### config.mk
export PLATFORM = sky130hd
export DESIGN_NAME = random_candidate_picker
export DESIGN_NICKNAME = d
export VERILOG_FILES = /design/src/rtl/random_candidate_picker.sv
export SDC_FILE = /design/constraint.sdc
export NUM_CORES = 1
export LEC_CHECK = 0
export BUFFER_PORTS_ARGS = -buffer_cell sky130_fd_sc_hd__buf_2
export CORE_MARGIN = 4
export CORE_UTILIZATION = 37
export DETAILED_ROUTE_END_ITERATION = 12
export GPL_ROUTABILITY_DRIVEN = 0
export PLACE_DENSITY = 0.61
export SLEW_MARGIN = 20
export SYNTH_ARGS = -nofsm -noshare
export SYNTH_HDL_FRONTEND = slang
export SYNTH_SLANG_ARGS = --single-unit
### constraint.sdc
create_clock -name clk_in -period 2.4 [get_ports clk_in]
set_input_delay 0.24 -clock clk_in [delete_from_list [all_inputs] [get_ports clk_in]]
set_output_delay 0.24 -clock clk_in [all_outputs]
set_load 0.005 [all_outputs]
### src/rtl/random_candidate_picker.sv
// random_candidate_picker: uniform LFSR pick of one set candidate bit with bounded-retry lowest-bit fallback; define RAND_PICK_FREE_RUN_EN for a free-running LFSR
module random_candidate_picker #(
  parameter int WIDTH = 9,
  parameter logic [15:0] LFSR_SEED = 16'hACE1,
  parameter int MAX_TRIES = 32,
  localparam int IDXW = $clog2(WIDTH),
  localparam int DW = $clog2(WIDTH + 1)
) (
  input  logic             clk_in,
  input  logic             reset_in,
  input  logic             req_in,
  input  logic [WIDTH-1:0] cand_mask_in,
  output logic             busy_out,
  output logic             valid_out,
  output logic             empty_out,
  output logic [WIDTH-1:0] pick_mask_out,
  output logic [DW-1:0]    pick_digit_out
);
  localparam int N = 1 << IDXW;
  localparam int TW = $clog2(MAX_TRIES + 1);
  localparam logic [15:0] SEED = (LFSR_SEED == 16'h0) ? 16'hACE1 : LFSR_SEED;
  typedef enum logic [1:0] {IDLE, DRAW, FALLBACK} state_t;
  state_t state, state_n;
  logic [15:0] lfsr, lfsr_n, lfsr_step;
  logic [WIDTH-1:0] cand_q, cand_n, mask_n;
  logic [N-1:0] cand_ext;
  logic [TW-1:0] tries, tries_n;
  logic [IDXW-1:0] idx, low_idx;
  logic [DW-1:0] digit_n;
  logic valid_n, empty_n, hit;
  assign lfsr_step = (lfsr >> 1) ^ (lfsr[0] ? 16'hB400 : 16'h0);
  assign idx = lfsr[IDXW-1:0];
  assign cand_ext = N'(cand_q);
  assign hit = cand_ext[idx];
  assign busy_out = state != IDLE;
  always_comb begin
    low_idx = '0;
    for (int i = WIDTH - 1; i >= 0; i--)
      if (cand_q[i]) low_idx = IDXW'(i);
  end
  always_comb begin
    state_n = state;
    cand_n = cand_q;
    tries_n = tries;
    valid_n = 1'b0;
    empty_n = 1'b0;
    mask_n = pick_mask_out;
    digit_n = pick_digit_out;
`ifdef RAND_PICK_FREE_RUN_EN
    lfsr_n = lfsr_step;
`else
    lfsr_n = lfsr;
`endif
    if (state == IDLE && req_in) begin
      cand_n = cand_mask_in;
      tries_n = '0;
      if (cand_mask_in == '0) begin
        valid_n = 1'b1;
        empty_n = 1'b1;
        mask_n = '0;
        digit_n = '0;
      end else begin
        state_n = DRAW;
      end
    end else if (state == DRAW) begin
      lfsr_n = lfsr_step;
      if (hit) begin
        valid_n = 1'b1;
        mask_n = WIDTH'(1) << idx;
        digit_n = DW'(idx) + DW'(1);
        state_n = IDLE;
      end else begin
        tries_n = tries + TW'(1);
        state_n = (tries == TW'(MAX_TRIES - 1)) ? FALLBACK : DRAW;
      end
    end else if (state == FALLBACK) begin
      valid_n = 1'b1;
      mask_n = WIDTH'(1) << low_idx;
      digit_n = DW'(low_idx) + DW'(1);
      state_n = IDLE;
    end
  end
  always_ff @(posedge clk_in) begin
    if (reset_in) begin
      state <= IDLE;
      lfsr <= SEED;
      cand_q <= '0;
      tries <= '0;
      valid_out <= 1'b0;
      empty_out <= 1'b0;
      pick_mask_out <= '0;
      pick_digit_out <= '0;
    end else begin
      state <= state_n;
      lfsr <= lfsr_n;
      cand_q <= cand_n;
      tries <= tries_n;
      valid_out <= valid_n;
      empty_out <= empty_n;
      pick_mask_out <= mask_n;
      pick_digit_out <= digit_n;
    end
  end
endmodule

==> results.py <==
metrics = {
    "run_status": {
        "status": "finished clean",
    },
    "layout": {
        "diodes": 0,
        "area_delta_synth_final_pct": 13.7,
        "nets": 314,
        "regArea_sq_um": 961,
        "multiInputGateArea_sq_mm": 0.00120,
        "drive_above_1_share": 0.169,
        "fillers": 606,
    },
    "global_routing": {
        "grt_max_degree": 30,
        "grt_pass1_vias": 1910,
        "antenna_found_initial": 0,
        "grt_overflow_total": 0,
        "track_usage": 0.145,
        "grt_pass1_wl_um": 8710,
    },
    "setup_path": {
        "crit_fanout": 19,
        "rrSetupSlack_ns": 0.22,
        "cp.required_ns": 2.62,
        "worstSetupStartpointType": "flip-flop",
        "critical_path_class": "reg2reg",
        "r2r_end": "pick_digit_out[3]$_SDFFE_PP0P_",
        "arrival_ns": 2.40,
        "reg2regPathDepth": 8,
        "r2r-start": "state[1]$_SDFFE_PP0P_",
        "endpoint_kind": "flip-flop",
    },
    "power_and_ir_drop": {
        "power_leakage_nw": 1.03,
        "p_per_area_mw_per_mm2": 630,
        "ir_drop_v": 0.000270,
        "design_power_total_mw": 1.61,
    },
    "routing": {
        "ant_nets": 0,
        "wl_met3_um": 235,
        "dr_wl_met2_um": 2240,
        "wl_met1_um": 2480,
        "drt_iter0_drc": 105,
        "wire_per_inst_um": 13.5,
        "drc": 0,
        "vias_per_cell": 5.30,
        "drt-pass1-iter-count": 4,
        "routed_wl_um": 4980,
        "vias": 1961,
        "top_layer": "met4",
    },
    "timing": {
        "post-route-min-period_ns": 2.18,
        "slew-limit-headroom": 0.576,
        "timing.fmax_ghz": 0.459,
        "max_slew.worst_pin.slew_ns": 0.630,
        "fin_worst_skew_ns": 0.0106,
        "rsz0062_at_grt": "no",
        "fin_crit_sh": 0.907,
        "finalHoldViolCount": 0,
        "fin_tns_setup_ns": 0,
        "drv_slew": 0,
        "setup_violations": 0,
    },
    "synth": {
        "synthTopCellsByArea": "dfxtp_1, nand2_1, a21oi_1, ha_1, nor2_1",
        "synthDistinctLibCells": 44,
        "ys_ff_latch": 48,
        "synth_top_flop_cell": "dfxtp_1",
        "ys_top_cells_by_count": "dfxtp_1, nand2_1, a21oi_1, nor2_1, nand3_1",
        "async_flop_share": 0,
        "yosysTopAreaCell": "dfxtp_1",
        "syn_inst": 268,
        "syn_nets": 287,
        "syn_area_sq_mm": 0.00225,
        "yosysMostFrequentCell": "dfxtp_1",
        "seq_area_frac_synth": 0.428,
        "yosys.area.top_type_share": 0.428,
        "syn_avg_cell_area_sq_um": 8.38,
        "synth_edf_count": 0,
        "ys_warn_count": 0,
    },
    "floorplanning": {
        "start_util": 0.379,
        "die_w_um": 85.9,
        "die_area_sq_mm": 0.00738,
        "pin_count": 28,
        "row_count": 28,
        "core_area_sq_mm": 0.00592,
        "die_h_um": 85.9,
    },
    "worst_hold_path": {
        "hold_path.startpoint": "cand_mask_in[6]",
        "whs_path_depth": 3,
        "hold_path.class": "in2reg",
        "hold_end": "cand_q[6]$_SDFFE_PP0P_",
    },
    "clocking": {
        "htreeDepth": 2,
        "clockBufferDepth": 2,
        "path_clk_slew_ns": 0.09,
        "worst_skew_pair.late_latency_ns": 0.30,
        "post_cts_buffers": 0,
        "postCtsResizedCells": 0,
        "cts_root_buf": "clkbuf_8",
        "cts_hold_buf": 0,
        "numCtsBuffers": 5,
        "cts_sinks": 48,
        "cts_tree": "done",
    },
    "placement": {
        "numPortBuffers": 27,
        "hpwlAfterDp_um": 3620,
    },
    "run": {
        "cap_violations": 0,
    },
}
[report_power, final]
group / internal, mW / leakage, nW / total (mW) / switching, mW
combinational: 0.112 / 0.602 / 0.283 / 0.171
clock: 0.199 / 0.0410 / 0.454 / 0.256
sequential: 0.836 / 0.391 / 0.872 / 0.0356
[worst max-delay path, cell delays in order, from the launching register on]
cell and delay (ns):
dfxtp_1 0.47, nand2b_1 0.19, buf_4 0.25, nand3_1 0.20, o21ai_4 0.25, inv_1 0.16
nor4_1 0.29, o22ai_1 0.14, a21oi_1 0.14
[layout make-up]
cell class,instances,share of cell area
clock buffer,6,0.0284
clock inverter,1,0.00196
inverter,8,0.0118
multi-input combinational,197,0.468
sequential,48,0.376
tap,75,0.0367
timing repair buffer,35,0.0764
[metal layers]
metal	global-route usage	up-vias
li1	-	994
met1	0.196	920
met2	0.226	45
met3	0.0394	2
met4	0.0432	0
met5	0	-
[per-stage QoR]
step            util  std cells  cell area (sq um)  setup slack (ns)  hold WS, ns
5_1_grt        0.431        370               2550            0.0488        0.188
4_1_cts        0.429        370               2540             0.187        0.176
3_3_place_gp   0.416        363               2460             0.225        0.443
3_5_place_dp   0.416        363               2460             0.200        0.443
2_1_floorplan      -        268               2250             0.432        0.376
6_report       0.431        370               2550             0.223        0.184
[registers in the layout, summed over array words and instances, names as in the netlist]
name and cells:
lfsr 16, cand_q 9, pick_mask_out 9, tries 6
pick_digit_out 4, state 2, empty_out 1, valid_out 1
[placed cells by master, fill, tap and decap left out, types with 5 or more instances in the layout]
| cell | synthesis | final |
|---|---|---|
| a21oi_1 | 33 | 32 |
| buf_2 | 2 | 27 |
| buf_4 | 1 | 8 |
| clkbuf_8 | 0 | 5 |
| dfxtp_1 | 48 | 48 |
| ha_1 | 7 | 7 |
| inv_1 | 8 | 8 |
| mux2i_1 | 5 | 5 |
| nand2_1 | 47 | 47 |
| nand2b_1 | 6 | 6 |
| nand3_1 | 13 | 13 |
| nor2_1 | 19 | 19 |
[cell families after synthesis]
kind of cell               count (synthesis)  share of synthesized area
and+or+nand+nor                          113                      0.250
muxes                                      6                     0.0323
adders and majority gates                  7                     0.0390
buffers and inverters                     23                     0.0446
xor gates and xnor gates                   5                     0.0195
DFF                                       48                      0.428
AOI/OAI and AO/OA                         66                      0.187
[worst max-delay path by stage]
stage | to | startpoint | depth (start not counted) | slack, ns
floorplan | pick_digit_out[2]$_SDFFE_PP0P_ | state[0]$_SDFFE_PP0P_ | 10 | 0.43
global placement | pick_digit_out[3]$_SDFFE_PP0P_ | state[1]$_SDFFE_PP0P_ | 8 | 0.23
detailed placement | pick_mask_out[4]$_SDFFE_PP0P_ | lfsr[2]$_SDFFE_PP0P_ | 6 | 0.20
CTS | pick_mask_out[4]$_SDFFE_PP0P_ | lfsr[2]$_SDFFE_PP0P_ | 6 | 0.19
global route | pick_digit_out[2]$_SDFFE_PP0P_ | state[1]$_SDFFE_PP0P_ | 8 | 0.05
finish | pick_digit_out[3]$_SDFFE_PP0P_ | state[1]$_SDFFE_PP0P_ | 8 | 0.22
Note: power is estimated with default switching activity, not from simulation.
